===== config.mk =====
export PLATFORM = sky130hd
export DESIGN_NAME = dcache_write_buffer_flat
export DESIGN_NICKNAME = d
export VERILOG_FILES = /design/src/rtl/dcache_write_buffer_if.sv /design/src/rtl/dcache_write_buffer.sv /design/src/flat_wrapper.sv
export SDC_FILE = /design/constraint.sdc
export NUM_CORES = 1
export LEC_CHECK = 0
export BUFFER_PORTS_ARGS = -buffer_cell sky130_fd_sc_hd__buf_2
export CAP_MARGIN = 20
export CORE_MARGIN = 2
export CORE_UTILIZATION = 35
export DETAILED_ROUTE_END_ITERATION = 8
export GPL_ROUTABILITY_DRIVEN = 0
export PLACE_DENSITY = 0.59
export SLEW_MARGIN = 30
export SYNTH_ARGS = -nofsm -noshare
export SYNTH_HDL_FRONTEND = slang
export SYNTH_SLANG_ARGS = --single-unit

===== constraint.sdc =====
create_clock -name clk -period 17.4 [get_ports clk]
set_clock_uncertainty 0.05 [all_clocks]
set_input_delay 3.48 -clock clk [delete_from_list [all_inputs] [get_ports clk]]
set_output_delay 3.48 -clock clk [all_outputs]
set_load 0.01 [all_outputs]

===== src/rtl/dcache_write_buffer_if.sv =====
// Cache-side and memory-side signal bundle for the D-cache posted-write buffer.
// Latency: none; this file only groups wires.
// Backpressure: c_ready paces the cache, mem_ready paces the buffer's memory requests.
interface dcache_write_buffer_if;
  logic         c_read;
  logic         c_write;
  logic [27:0]  c_addr;
  logic [127:0] c_wdata;
  logic [127:0] c_rdata;
  logic         c_ready;
  logic         mem_read;
  logic         mem_write;
  logic [27:0]  mem_addr;
  logic [127:0] mem_wdata;
  logic [127:0] mem_rdata;
  logic         mem_ready;
  logic         wbuf_empty;

  // Cache plus slow-memory side (drives requests and memory responses)
  modport master (
    output c_read, c_write, c_addr, c_wdata, mem_rdata, mem_ready,
    input  c_rdata, c_ready, mem_read, mem_write, mem_addr, mem_wdata, wbuf_empty
  );

  // Write buffer side
  modport slave (
    input  c_read, c_write, c_addr, c_wdata, mem_rdata, mem_ready,
    output c_rdata, c_ready, mem_read, mem_write, mem_addr, mem_wdata, wbuf_empty
  );
endinterface


===== src/rtl/dcache_write_buffer.sv =====
// Posted-write line buffer between D-cache and slow memory; reads hit buffered lines or bypass drains.
// Latency: write accept and read hit complete 1 cycle after request; read miss completes 1 cycle after mem_ready.
// Backpressure: writes stall while full; memory requests are held until mem_ready. Optional: WBUF_COALESCE_EN.
module dcache_write_buffer #(
  parameter int DEPTH = 2,
  parameter int PTR_W = 1
) (
  input  logic                  clk,
  input  logic                  rst_n,
  dcache_write_buffer_if.slave  bus
);

  typedef enum logic [1:0] {IDLE, DRAIN, READ} state_t;

  localparam logic [PTR_W:0] FULL_CNT = (PTR_W+1)'(DEPTH);

  state_t             state, state_nxt;
  logic [27:0]        ent_addr [DEPTH];
  logic [127:0]       ent_data [DEPTH];
  logic [DEPTH-1:0]   ent_vld;
  logic [PTR_W-1:0]   head, tail;
  logic [PTR_W:0]     count, count_nxt;

  logic               c_ready_q;
  logic [127:0]       c_rdata_q;
  logic               mem_read_q, mem_write_q;
  logic [27:0]        mem_addr_q;
  logic [127:0]       mem_wdata_q;
  logic               wbuf_empty_q;

  logic               mem_read_nxt, mem_write_nxt;
  logic [27:0]        mem_addr_nxt;
  logic [127:0]       mem_wdata_nxt;

  logic               rd_hit;
  logic [127:0]       hit_data;
  logic [PTR_W-1:0]   scan_idx;
  logic               co_hit;
  logic [PTR_W-1:0]   co_idx;

  logic req_ok, wr_req, rd_req;
  logic wr_alloc, wr_coal, rd_hit_acc, rd_miss;
  logic drain_start, read_start, pop, read_done;

  assign bus.c_ready    = c_ready_q;
  assign bus.c_rdata    = c_rdata_q;
  assign bus.mem_read   = mem_read_q;
  assign bus.mem_write  = mem_write_q;
  assign bus.mem_addr   = mem_addr_q;
  assign bus.mem_wdata  = mem_wdata_q;
  assign bus.wbuf_empty = wbuf_empty_q;

  // Read lookup: scan oldest to youngest so the youngest matching entry wins
  always_comb begin
    rd_hit   = 1'b0;
    hit_data = '0;
    scan_idx = head;
    for (int k = 0; k < DEPTH; k++) begin
      scan_idx = head + PTR_W'(k);
      if (ent_vld[scan_idx] && (ent_addr[scan_idx] == bus.c_addr)) begin
        rd_hit   = 1'b1;
        hit_data = ent_data[scan_idx];
      end
    end
  end

  // The request is ignored during its own c_ready cycle so it is never accepted twice
  assign req_ok      = !c_ready_q;
  assign wr_req      = bus.c_write && req_ok;
  assign rd_req      = bus.c_read && req_ok;
  assign rd_hit_acc  = rd_req && rd_hit;
  assign rd_miss     = rd_req && !rd_hit;
  assign read_start  = (state == IDLE) && rd_miss;
  assign drain_start = (state == IDLE) && !rd_miss && (count != '0);
  assign pop         = (state == DRAIN) && bus.mem_ready;
  assign read_done   = (state == READ) && bus.mem_ready;
  assign wr_coal     = wr_req && co_hit;
  assign wr_alloc    = wr_req && !co_hit && (count < FULL_CNT);
  assign count_nxt   = count + (PTR_W+1)'(wr_alloc) - (PTR_W+1)'(pop);

`ifdef WBUF_COALESCE_EN
  // The head counts as in-drain from the cycle its drain is launched, so its data is never changed after capture
  logic drain_busy;
  assign drain_busy = (state == DRAIN) || drain_start;

  // Coalescing lookup: any valid entry other than the one being drained
  always_comb begin
    co_hit = 1'b0;
    co_idx = '0;
    for (int i = 0; i < DEPTH; i++) begin
      if (ent_vld[i] && (ent_addr[i] == bus.c_addr) && !(drain_busy && (PTR_W'(i) == head))) begin
        co_hit = 1'b1;
        co_idx = PTR_W'(i);
      end
    end
  end
`else
  // Coalescing disabled: every write allocates
  always_comb begin
    co_hit = 1'b0;
    co_idx = '0;
  end
`endif

  // Memory FSM state and registered memory-port outputs
  always_ff @(posedge clk or negedge rst_n) begin
    if (!rst_n) begin
      state       <= IDLE;
      mem_read_q  <= 1'b0;
      mem_write_q <= 1'b0;
      mem_addr_q  <= '0;
      mem_wdata_q <= '0;
    end else begin
      state       <= state_nxt;
      mem_read_q  <= mem_read_nxt;
      mem_write_q <= mem_write_nxt;
      mem_addr_q  <= mem_addr_nxt;
      mem_wdata_q <= mem_wdata_nxt;
    end
  end

  // Next state: read misses beat drains; always return to IDLE after a transfer
  always_comb begin
    state_nxt = state;
    case (state)
      IDLE: begin
        if (read_start)       state_nxt = READ;
        else if (drain_start) state_nxt = DRAIN;
      end
      DRAIN:   if (bus.mem_ready) state_nxt = IDLE;
      READ:    if (bus.mem_ready) state_nxt = IDLE;
      default: state_nxt = IDLE;
    endcase
  end

  // Memory-port outputs: launch from IDLE, hold until mem_ready, then drop the strobe
  always_comb begin
    mem_read_nxt  = mem_read_q;
    mem_write_nxt = mem_write_q;
    mem_addr_nxt  = mem_addr_q;
    mem_wdata_nxt = mem_wdata_q;
    case (state)
      IDLE: begin
        if (read_start) begin
          mem_read_nxt = 1'b1;
          mem_addr_nxt = bus.c_addr;
        end else if (drain_start) begin
          mem_write_nxt = 1'b1;
          mem_addr_nxt  = ent_addr[head];
          mem_wdata_nxt = ent_data[head];
        end
      end
      DRAIN:   if (bus.mem_ready) mem_write_nxt = 1'b0;
      READ:    if (bus.mem_ready) mem_read_nxt = 1'b0;
      default: begin
        mem_read_nxt  = 1'b0;
        mem_write_nxt = 1'b0;
      end
    endcase
  end

  // Entry bookkeeping: allocate at tail, retire at head on drain completion
  always_ff @(posedge clk or negedge rst_n) begin
    if (!rst_n) begin
      head         <= '0;
      tail         <= '0;
      count        <= '0;
      ent_vld      <= '0;
      wbuf_empty_q <= 1'b1;
    end else begin
      if (wr_alloc) begin
        ent_vld[tail] <= 1'b1;
        tail          <= tail + PTR_W'(1);
      end
      if (pop) begin
        ent_vld[head] <= 1'b0;
        head          <= head + PTR_W'(1);
      end
      count        <= count_nxt;
      wbuf_empty_q <= (count_nxt == '0);
    end
  end

  // Entry payload storage; contents are only meaningful where the valid bit is set
  always_ff @(posedge clk) begin
    if (wr_alloc) begin
      ent_addr[tail] <= bus.c_addr;
      ent_data[tail] <= bus.c_wdata;
    end
    if (wr_coal) begin
      ent_data[co_idx] <= bus.c_wdata;
    end
  end

  // Cache completion pulse and returned line data
  always_ff @(posedge clk or negedge rst_n) begin
    if (!rst_n) begin
      c_ready_q <= 1'b0;
      c_rdata_q <= '0;
    end else begin
      c_ready_q <= wr_alloc || wr_coal || rd_hit_acc || read_done;
      if (rd_hit_acc)     c_rdata_q <= hit_data;
      else if (read_done) c_rdata_q <= bus.mem_rdata;
    end
  end

endmodule


===== src/flat_wrapper.sv =====
// flat-port wrapper written by rule: the top's interface ports become plain ports
module dcache_write_buffer_flat 
#(
  parameter int DEPTH = 2,
  parameter int PTR_W = 1
)
  (clk, rst_n, bus_c_read, bus_c_write, bus_c_addr, bus_c_wdata, bus_mem_rdata, bus_mem_ready, bus_c_rdata, bus_c_ready, bus_mem_read, bus_mem_write, bus_mem_addr, bus_mem_wdata, bus_wbuf_empty);
  dcache_write_buffer_if bus_i ();
  input  logic clk;
  input  logic rst_n;
  input wire logic [$bits(bus_i.c_read)-1:0] bus_c_read;
  input wire logic [$bits(bus_i.c_write)-1:0] bus_c_write;
  input wire logic [$bits(bus_i.c_addr)-1:0] bus_c_addr;
  input wire logic [$bits(bus_i.c_wdata)-1:0] bus_c_wdata;
  input wire logic [$bits(bus_i.mem_rdata)-1:0] bus_mem_rdata;
  input wire logic [$bits(bus_i.mem_ready)-1:0] bus_mem_ready;
  output wire logic [$bits(bus_i.c_rdata)-1:0] bus_c_rdata;
  output wire logic [$bits(bus_i.c_ready)-1:0] bus_c_ready;
  output wire logic [$bits(bus_i.mem_read)-1:0] bus_mem_read;
  output wire logic [$bits(bus_i.mem_write)-1:0] bus_mem_write;
  output wire logic [$bits(bus_i.mem_addr)-1:0] bus_mem_addr;
  output wire logic [$bits(bus_i.mem_wdata)-1:0] bus_mem_wdata;
  output wire logic [$bits(bus_i.wbuf_empty)-1:0] bus_wbuf_empty;
  assign bus_i.c_read = bus_c_read;
  assign bus_i.c_write = bus_c_write;
  assign bus_i.c_addr = bus_c_addr;
  assign bus_i.c_wdata = bus_c_wdata;
  assign bus_i.mem_rdata = bus_mem_rdata;
  assign bus_i.mem_ready = bus_mem_ready;
  assign bus_c_rdata = bus_i.c_rdata;
  assign bus_c_ready = bus_i.c_ready;
  assign bus_mem_read = bus_i.mem_read;
  assign bus_mem_write = bus_i.mem_write;
  assign bus_mem_addr = bus_i.mem_addr;
  assign bus_mem_wdata = bus_i.mem_wdata;
  assign bus_wbuf_empty = bus_i.wbuf_empty;
  dcache_write_buffer #(.DEPTH(DEPTH), .PTR_W(PTR_W)) u_core (.clk(clk), .rst_n(rst_n), .bus(bus_i));
endmodule

==> metrics.md, run 1 <==
| Metric | Value |
|---|---|
| Status | `finished clean` |
| Post-Syn Area | `29,200 sq um` |
| Synth top area share | `0.321` |
| TritonCTS clock tree | `done` |
| Final setup fails | `0` |
| WL/cell | `24.9 um` |
| Postcts setup bufs | `0` |
| CP peak stage delay | `780 ps` |
| Worst slew pin tran | `1030 ps` |
| Mapped Cells | `2,382` |
| CP required | `17,830 ps` |
| Reg2reg start | `u_core.head$_DFFE_PN0P_` |
| M1 GR Usage | `0.280` |
| Number of synthesized register bits | `608` |
| Crit start category | `primary input` |
| Hold depth | `1` |
| Async S/R FF share, synth | `0.487` |
| Met2 Use GR | `0.389` |
| Initial Util | `0.355` |
| Initial drt markers | `1,812` |
| Core area | `82,400 sq um` |
| Share of post-route cells with drive strength above 1 | `0.295` |
| Most instantiated cells after synthesis | `322 x nand2_1, 312 x edfxtp_1, 295 x dfrtp_1, 252 x mux2i_1, 146 x clkbuf_1` |
| Number of flops mapped to enable cells by yosys | `312` |
| Final std cells w/o fill | `4,024` |
| Antenna-violating nets left | `0` |
| Worst Reg-to-Reg Cells | `11` |
| Ranking of synthesized cells by area | `edfxtp_1 32%, dfrtp_1 25%, mux2i_1 8.6%, mux2_2 4.8%, mux2_1 4.6%` |
| Synth Area in Simple Gates | `0.0903` |
| Initial antenna violation count | `35` |
| Crit path top cell by count | `buf_4` |
| Die width | `293 um` |
| Routed Wire Length | `100 mm` |
| Layout Utilization | `0.431` |
| Clock tree buffer depth | `3` |
| Layout fillers | `7,664` |
| Grt met3 use | `0.0436` |
| Sequential share of the synthesized area | `0.574` |
| Post-DP HPWL | `63.8 mm` |
| DIE AREA | `85,800 sq um` |
| Crit share post-route | `0.428` |
| Compound-Gate Fraction of Synth Area | `0.102` |
| Critical path type | `in -> reg` |
| Final hold vios | `0` |
| CP arrival | `7880 ps` |
| Worst-path cell chain | `buf_2 > xnor2_1 > nor4_1 > nand4_1 > buf_4 > o22a_2 > a21oi_4 > buf_4 > buf_6 > mux2_1` |
| Cell leakage power | `15.0 nW` |
| Htree depth | `3` |
| Slew Viols, Final | `0` |
| Area growth from synthesis to layout | `21.4%` |
| Vias | `22,700` |
| Cell count after placement | `3,862` |
| Max-cap viol count | `0` |
| HP Class | `reg -> reg` |
| Top delay family on crit path | `buffers and inverters` |
| Slowest cell on crit path | `buf_4` |
| Syn Area/Cell | `12.3 sq um` |
| Number of port buffers | `576` |
| Post-DR vias/cell | `5.65` |
| Worst Path Buf+Inv | `4` |
| Drc violations | `0` |
| Gr busiest metal | `met2` |
| Count leader, synth | `nand2_1` |
| Sink Count | `608` |
| Vias in the first global route | `23,200` |
| F_max | `134 MHz` |
| Nets | `3,161` |
| PostCTS Resize Cnt | `0` |
| Syn nets | `2,676` |
| Pwr per Cell Area | `175 nW/um^2` |
| CTS Buf Count | `71` |
| Synth Area in XOR/XNOR | `0.0174` |
| CTS Root Cell | `clkbuf_16` |
| Slew HR | `0.314` |
| First-pass GRT wire length | `149 mm` |
| Total grt overflow | `0` |
| Die height | `293 um` |
| Hold Crit Start | `u_core.bus.mem_wdata[80]$_DFFE_PN0P_` |
| Adder-cell area share of the yosys netlist | `0.00214` |
| Synth area leader | `edfxtp_1` |
| I/O Pins | `577` |
| Beginning of the critical path | `bus_c_addr[16]` |
| Hold Buf Count CTS | `0` |
| Largest net degree at the start of global routing | `175` |
| Design Power | `6.22 mW` |
| RSZ-0062 raised after global routing | `false` |
| Largest family of logic cells by synthesized area | `multiplexers` |
| GRT Util Overall | `0.227` |
| Peak supply drop | `0.000162 V` |
| Crit path max fanout | `65` |
| TNS Setup | `0 ps` |
| Levels on crit path | `10` |
| Main synth FF type | `edfxtp_1` |
| Synth warnings | `0` |
| Rows | `105` |
| Mux contribution to synthesized area | `0.180` |
| Pre-antenna DRT Iters | `6` |
| Crit. End Element | `flop` |
| Clk slew on worst S/H paths | `60 ps` |
| Hold slack | `432 ps` |
| Skew-Pair Late Insertion Delay | `630 ps` |
| Fin crit period | `7450 ps` |
| Unique masters post-synth | `48` |
routing by layer:
metal	wire length, um	part of all wire
met5	91	0.00091
met4	3880	0.039
met3	6460	0.064
met2	50500	0.50
met1	39300	0.39
area by class of cell:
class | count | area (sq um) | area share
diodes | 29 | 72.6 | 0.00205
clock inverters | 23 | 352 | 0.00991
well taps | 1070 | 1340 | 0.0377
multi-input cells | 1554 | 11600 | 0.327
clock buffers | 108 | 1990 | 0.0560
inverters | 16 | 65.1 | 0.00183
flip-flops and latches | 608 | 16800 | 0.473
repair buffers | 616 | 3300 | 0.0929
stage by stage:
stage	setup WS [ps]	instance area, sq um
detailed placement	9260	33000
global route	9640	35500
CTS	9920	35300
global placement	8540	32900
finish	9950	35500
floorplan	5840	29200
path summary, 6_finish.rpt:
path / endpoint / slack, ps
worst max-delay path: u_core.bus.mem_wdata[120]$_DFFE_PN0P_ / 9950
worst max register to register: u_core.bus.mem_wdata[120]$_DFFE_PN0P_ / 11070
worst min-delay path: u_core.bus.mem_wdata[80]$_DFFE_PN0P_ / 430
min in group asynchronous: u_core.bus.mem_wdata[87]$_DFFE_PN0P_ / 2780
max in group asynchronous: u_core.bus.c_rdata[5]$_DFFE_PN0P_ / 12670
worst min register to register: u_core.bus.mem_wdata[80]$_DFFE_PN0P_ / 430
flip-flops by register name, indices dropped and copies added, names as in the netlist:
register,cells
u_core.bus.c_rdata,128
u_core.bus.c_ready,1
u_core.bus.mem_addr,28
u_core.bus.mem_read,1
u_core.bus.mem_wdata,128
u_core.bus.mem_write,1
u_core.bus.wbuf_empty,1
u_core.count,2
u_core.ent_addr,56
u_core.ent_data,256
u_core.ent_vld,2
u_core.head,1
u_core.state,2
u_core.tail,1
power breakdown:
group,switching [mW],internal (mW),total (mW)
combinational,1.42,0.971,2.39
clock,0.628,0.876,1.50
sequential,0.294,2.03,2.32
total,2.34,3.88,6.22
kinds of logic after synthesis:
group / after synthesis
compound gates: 404
flops: 608
simple gates: 591
fa+ha+maj: 5
buf+inv: 220
mux: 496
xor+xnor: 58
layout by cell type (no fill, tap or decap), types with 6 or more instances in the layout:
cell,n
nand3_1,93
a21oi_1,49
diode_2,29
buf_4,30
mux2_2,124
dfrtp_1,294
mux2i_1,252
nor2b_1,9
nor3_1,109
mux2_1,120
a211oi_1,35
xnor2_1,53
clkbuf_16,72
a311oi_1,84
o31ai_1,22
nor4_1,20
a22oi_1,92
buf_2,575
clkinv_2,8
nor2_1,6
o21ai_0,6
clkbuf_1,31
nand2_1,319
a31oi_1,37
inv_1,15
a2111oi_0,9
nand4_1,10
edfxtp_1,312
o211ai_1,56
Note: power is estimated with default switching activity, not from simulation.
==> run 2, diff against run 1 <==
--- a/config.mk
+++ b/config.mk
@@ -11,7 +11,7 @@
 export CORE_UTILIZATION = 35
 export DETAILED_ROUTE_END_ITERATION = 8
 export GPL_ROUTABILITY_DRIVEN = 0
-export PLACE_DENSITY = 0.59
+export PLACE_DENSITY = 0.61
 export SLEW_MARGIN = 30
 export SYNTH_ARGS = -nofsm -noshare
 export SYNTH_HDL_FRONTEND = slang
==> constraint.sdc (replaced) <==
create_clock -name clk -period 6.07 [get_ports clk]
set_clock_uncertainty 0.05 [all_clocks]
set_input_delay 1.214 -clock clk [delete_from_list [all_inputs] [get_ports clk]]
set_output_delay 1.214 -clock clk [all_outputs]
set_load 0.01 [all_outputs]
==> run 2 against run 1 <==
Die area did not move. Non-clock buffer count rose by 5. Sequential share of layout area fell by 0.18 points. Global-route usage fell by 1.1 points. Critical path depth fell by 1. Worst hold slack got worse by 4.1 ps. Critical endpoint is now u_core.bus.mem_wdata[39]$_DFFE_PN0P_. Largest cell class unchanged.
==> metrics.md, run 2 (synthesis results as in run 1) <==
| Metric | Value |
|---|---|
| Die width | `293 um` |
| Max-cap viol count | `0` |
| Clk pwr share | `0.246` |
| Post-DR vias/cell | `5.52` |
| Antenna-violating nets left | `0` |
| CP arrival | `5550 ps` |
| Nets | `3,167` |
| Initial antenna violation count | `30` |
| F_max | `195 MHz` |
| Area growth from synthesis to layout | `21.9%` |
| Die height | `293 um` |
| Most common cell after layout, fill and taps aside | `buf_2` |
| Peak supply drop | `0.000505 V` |
| Cell count after placement | `3,868` |
| Crit start category | `flop` |
| Slew Viols, Final | `0` |
| Final worst slack | `936 ps` |
| Core area | `82,400 sq um` |
| DIE AREA | `85,800 sq um` |
| Crit path max fanout | `96` |
| Logic pwr share | `0.382` |
| Crit share post-route | `0.846` |
| Commonest non-fill, non-tap cells in the layout | `575 x buf_2, 320 x nand2_1, 312 x edfxtp_1` |
| Crit. End Element | `flop` |
| Routed Wire Length | `95.7 mm` |
| Htree depth | `3` |
| I/O Pins | `577` |
| Largest Register | `u_core.ent_data` |
| Pre-antenna DRT Iters | `5` |
| CP peak stage delay | `970 ps` |
| Worst slew pin tran | `1150 ps` |
| Status | `finished clean` |
| Sink Count | `608` |
| RSZ-0062 raised after global routing | `false` |
| Share of power burned in registers | `0.373` |
| CTS Root Cell | `clkbuf_16` |
| Clock tree buffer depth | `3` |
| Postcts setup bufs | `0` |
| PostCTS Resize Cnt | `0` |
| Largest net degree at the start of global routing | `157` |
| TritonCTS clock tree | `done` |
| Worst-path cell chain | `buf_4 > mux2i_1 > xnor2_1 > nor4_1 > nand4_1 > o22a_2 > a21oi_4 > buf_12 > mux2_1` |
| GRT Util Overall | `0.216` |
| Final std cells w/o fill | `4,026` |
| Int Power | `11.2 mW` |
| Slowest cell on crit path | `dfrtp_4` |
| HP Class | `reg -> reg` |
| Hold Buf Count CTS | `0` |
| First-pass GRT wire length | `142 mm` |
| CP required | `6490 ps` |
| Slew HR | `0.233` |
| TNS Setup | `0 ps` |
| Fin crit period | `5130 ps` |
| Initial Util | `0.355` |
| CTS Buf Count | `72` |
| Clk slew on worst S/H paths | `60 ps` |
| Total grt overflow | `0` |
| Pwr per Cell Area | `500 nW/um^2` |
| Rows | `105` |
| Vias | `22,200` |
| Cell leakage power | `15.1 nW` |
| Drc violations | `0` |
| Number of port buffers | `576` |
| Share of post-route cells with drive strength above 1 | `0.300` |
| Critical path type | `reg -> reg` |
| Vias in the first global route | `22,100` |
| Hold slack | `428 ps` |
| Post-DP HPWL | `61.8 mm` |
| Final setup fails | `0` |
| Skew-Pair Late Insertion Delay | `610 ps` |
| Switch share | `0.372` |
| Max reg flops | `256` |
| Psw | `6.62 mW` |
| WL/cell | `23.8 um` |
| Worst slack, placed | `1070 ps` |
| Final hold vios | `0` |
| Initial drt markers | `1,662` |
## run 2: changes by cell type in the layout (fill, tap and decap cells not counted), moves of 6 or more
cell / before / now
clkbuf_1: 31 / 16
diode_2: 29 / 23
clkbuf_8: 5 / 12
buf_12: 2 / 11
## run 2: worst max-delay path: cells and delay by family (launching register included)
kind | cells | cell delay [ps]
AOI/OAI and AO/OA | 2 | 900
xor gates and xnor gates | 1 | 190
buffers and inverters | 2 | 960
DFF | 1 | 970
muxes | 2 | 900
and+or+nand+nor | 2 | 670
## run 2: worst paths after layout
path,from,slack (ps),endpoint,depth (start not counted)
max,u_core.head$_DFFE_PN0P_,940,u_core.bus.mem_wdata[39]$_DFFE_PN0P_,9
min,u_core.bus.mem_wdata[6]$_DFFE_PN0P_,430,u_core.bus.mem_wdata[6]$_DFFE_PN0P_,1
max reg2reg,u_core.head$_DFFE_PN0P_,940,u_core.bus.mem_wdata[39]$_DFFE_PN0P_,9
min reg2reg,u_core.bus.mem_wdata[6]$_DFFE_PN0P_,430,u_core.bus.mem_wdata[6]$_DFFE_PN0P_,1
max in group asynchronous,rst_n,4080,u_core.bus.mem_wdata[95]$_DFFE_PN0P_,3
min in group asynchronous,rst_n,490,u_core.bus.c_rdata[25]$_DFFE_PN0P_,1
## run 2: cell type report
class                      count  area [sq um]
fill                        7744         46800
inverter                      16          65.1
antenna                       23          57.6
timing repair buffer         621          3390
tap                         1070          1340
clock inverter                29           256
multi-input combinational   1554         11600
sequential                   608         16800
clock buffer                 105          2150
## run 2: through the flow
stage	total power, mW	area, sq um	util
floorplan	10.9	29200	-
global placement	13.4	33100	0.402
detailed placement	13.5	33100	0.402
CTS	17.9	35500	0.431
global route	18.8	35600	0.432
finish	17.8	35600	0.432
## run 2: metal layers
metal,share of wire,up-vias,track usage
li1,-,10000,-
met1,0.41,11200,0.275
met2,0.50,836,0.367
met3,0.058,183,0.0351
met4,0.033,14,0.0857
met5,0.00087,-,0
## run 2: power by group through the flow
stage / Sequential [mW] / Clock [mW] / Combinational, mW
2_1_floorplan: 6.97 / 0 / 3.93
3_3_place_gp: 6.67 / 0 / 6.73
3_5_place_dp: 6.69 / 0 / 6.83
4_1_cts: 6.62 / 4.46 / 6.85
5_1_grt: 6.79 / 4.63 / 7.35
6_report: 6.64 / 4.37 / 6.80
==> run 3, diff against run 2 <==
--- a/config.mk
+++ b/config.mk
@@ -5,13 +5,14 @@
 export SDC_FILE = /design/constraint.sdc
 export NUM_CORES = 1
 export LEC_CHECK = 0
+export ABC_AREA = 1
 export BUFFER_PORTS_ARGS = -buffer_cell sky130_fd_sc_hd__buf_2
 export CAP_MARGIN = 20
 export CORE_MARGIN = 2
 export CORE_UTILIZATION = 35
 export DETAILED_ROUTE_END_ITERATION = 8
 export GPL_ROUTABILITY_DRIVEN = 0
-export PLACE_DENSITY = 0.61
+export PLACE_DENSITY = 0.59
 export SLEW_MARGIN = 30
 export SYNTH_ARGS = -nofsm -noshare
 export SYNTH_HDL_FRONTEND = slang
==> constraint.sdc (replaced) <==
create_clock -name clk -period 5.11 [get_ports clk]
set_clock_uncertainty 0.05 [all_clocks]
set_input_delay 1.022 -clock clk [delete_from_list [all_inputs] [get_ports clk]]
set_output_delay 1.022 -clock clk [all_outputs]
set_load 0.01 [all_outputs]
==> run 3 against run 2 <==
Clock-buffer cell count shrank 4. Critical path depth grew 7. Final area shrank 1.0%. Die area is 0.52% lower. Area after synthesis down 0.53%. Sequential power is 15% higher.
==> metrics.md, run 3 <==
| Metric | Value |
|---|---|
| Initial drt markers | `2,046` |
| Beginning of the critical path | `u_core.head$_DFFE_PN0P_` |
| Layout fillers | `8,185` |
| Slew Viols, Final | `0` |
| Post-Syn Area | `29,100 sq um` |
| Worst slew pin tran | `1010 ps` |
| Number of synthesized register bits | `608` |
| Logic pwr share | `0.386` |
| TritonCTS clock tree | `done` |
| Count leader, synth | `nand2_1` |
| Main synth FF type | `edfxtp_1` |
| Largest Register | `u_core.ent_data` |
| Unique masters post-synth | `23` |
| F_max | `238 MHz` |
| Number of flops mapped to enable cells by yosys | `312` |
| Crit path max fanout | `72` |
| Vias | `25,400` |
| Drc violations | `0` |
| Rows | `105` |
| Htree depth | `3` |
| Total grt overflow | `0` |
| Clk pwr share | `0.244` |
| Most instantiated cells after synthesis | `1,770 x nand2_1, 523 x nand3_1, 312 x edfxtp_1, 295 x dfrtp_1, 115 x clkbuf_1` |
| Share of power burned in registers | `0.370` |
| PostCTS Resize Cnt | `0` |
| Synth top area share | `0.322` |
| Pwr per Cell Area | `588 nW/um^2` |
| WL/cell | `19.4 um` |
| Switch share | `0.406` |
| Post-DR vias/cell | `5.02` |
| Reg2reg start | `u_core.head$_DFFE_PN0P_` |
| CTS Buf Count | `71` |
| Vias in the first global route | `24,100` |
| Pre-antenna DRT Iters | `6` |
| CP required | `5550 ps` |
| Clk slew on worst S/H paths | `60 ps` |
| Worst Reg-to-Reg Cells | `16` |
| Die width | `292 um` |
| Post-DP HPWL | `64.9 mm` |
| Syn nets | `3,736` |
| Status | `finished clean` |
| Synth warnings | `0` |
| CP arrival | `4640 ps` |
| Antenna-violating nets left | `0` |
| Number of port buffers | `576` |
| Int Power | `12.3 mW` |
| Clock tree buffer depth | `3` |
| RSZ-0062 raised after global routing | `false` |
| Crit. End Element | `flop` |
| Commonest non-fill, non-tap cells in the layout | `1,769 x nand2_1, 575 x buf_2, 523 x nand3_1` |
| Fin crit period | `4200 ps` |
| Sink Count | `608` |
| Final setup fails | `0` |
| Routed Wire Length | `98.2 mm` |
| Most common cell after layout, fill and taps aside | `nand2_1` |
| Psw | `8.42 mW` |
| Initial antenna violation count | `22` |
| Largest net degree at the start of global routing | `131` |
| Area growth from synthesis to layout | `21.3%` |
| Final Cell Area | `35,300 sq um` |
| Syn Area/Cell | `8.44 sq um` |
| Share of post-route cells with drive strength above 1 | `0.187` |
| GRT Util Overall | `0.225` |
| DIE AREA | `85,300 sq um` |
| HP Class | `in -> async` |
| Final hold vios | `0` |
| Critical path type | `reg -> reg` |
| Layout Utilization | `0.429` |
| Core area | `82,100 sq um` |
| Placed Area | `32,900 sq um` |
| Async S/R FF share, synth | `0.487` |
| Crit share post-route | `0.823` |
| Hold Buf Count CTS | `0` |
| Crit start category | `flop` |
| Peak supply drop | `0.000430 V` |
| Max reg flops | `256` |
| Postcts setup bufs | `0` |
| Ranking of synthesized cells by area | `edfxtp_1 32%, dfrtp_1 25%, nand2_1 23%, nand3_1 9.0%, mux2i_1 2.1%` |
| First-pass GRT wire length | `149 mm` |
| Sequential share of the synthesized area | `0.577` |
| Slew HR | `0.330` |
| I/O Pins | `577` |
| Die height | `292 um` |
| Synth area leader | `edfxtp_1` |
| Max-cap viol count | `0` |
| Cell leakage power | `17.3 nW` |
| Mapped Cells | `3,442` |
| CTS Root Cell | `clkbuf_16` |
| Skew-Pair Late Insertion Delay | `630 ps` |
| Initial Util | `0.354` |
| Nets | `4,215` |
[run 3: cell types whose count changed after synthesis, sizes merged, moves of 92 or more]
cell   change
nand2   +1448
nand3    +430
mux2     -244
mux2i    -190
nor3     -109
a22oi     -92
[run 3: kinds of logic after synthesis]
logic type,Yosys count,synth area share
DFF,608,0.577
and+or+nand+nor,2462,0.353
muxes,62,0.0214
buffers and inverters,277,0.0410
adders and majority gates,5,0.00215
AOI/OAI and AO/OA,23,0.00396
xor gates and xnor gates,5,0.00151
[run 3: worst max-delay path: stages, from the launching register on]
cell,delay (ps)
dfrtp_4,900
inv_8,300
nand2_1,180
nand3_1,170
nand2_1,110
nor2_1,60
nand2_1,60
nor2_1,60
nand2_1,100
nor2_4,50
nor2_2,140
nor2_4,70
inv_4,650
buf_4,710
nand2_1,140
nand2_1,100
nand2_1,50
[run 3: worst paths after layout]
path / end / slack, ps
hold reg to reg: u_core.bus.mem_wdata[34]$_DFFE_PN0P_ / 410
hold / removal: u_core.bus.mem_wdata[89]$_DFFE_PN0P_ / 370
setup / recovery: u_core.bus.c_rdata[75]$_DFFE_PN0P_ / 910
min in group clk: u_core.bus.mem_wdata[34]$_DFFE_PN0P_ / 410
setup reg to reg: u_core.bus.c_rdata[75]$_DFFE_PN0P_ / 910
max in group asynchronous: u_core.bus.c_rdata[55]$_DFFE_PN0P_ / 3550
[run 3: final cells by class]
cell class / instances / area, sq um / share of cell area
Sequential cell: 608 / 16800 / 0.476
Multi-Input combinational cell: 2557 / 11100 / 0.316
Timing Repair Buffer: 618 / 3360 / 0.0954
Clock buffer: 101 / 2000 / 0.0567
Tap cell: 1070 / 1340 / 0.0380
Clock inverter: 30 / 347 / 0.00983
Inverter: 65 / 264 / 0.00749
Antenna cell: 15 / 37.5 / 0.00106
[run 3: power by group through the flow]
stage	clock network, mW	registers, mW	logic [mW]
2_1_floorplan	0	8.11	4.57
3_3_place_gp	0	7.71	7.94
3_5_place_dp	0	7.72	8.06
4_1_cts	5.18	7.65	8.07
5_1_grt	5.38	7.82	8.96
6_report	5.06	7.66	8.00
[run 3: per-layer routing]
layer | wire length (um) | GRT usage | vias up
met1 | 42100 | 0.300 | 12100
met4 | 2190 | 0.0661 | 18
met5 | 115 | 0 | -
met2 | 47400 | 0.372 | 863
li1 | - | - | 12300
met3 | 6400 | 0.0429 | 143
[run 3: stage by stage]
stage	total power [mW]	TNS [ps]	setup slack, ps	hold WS [ps]	std cells
after floorplan	12.7	-219860	-702	417	3442
after global placement	15.7	0	994	400	4918
after detailed placement	15.8	0	958	404	4918
after CTS	20.9	0	952	370	5049
after global routing	22.2	0	577	400	5060
final	20.7	0	905	368	5064
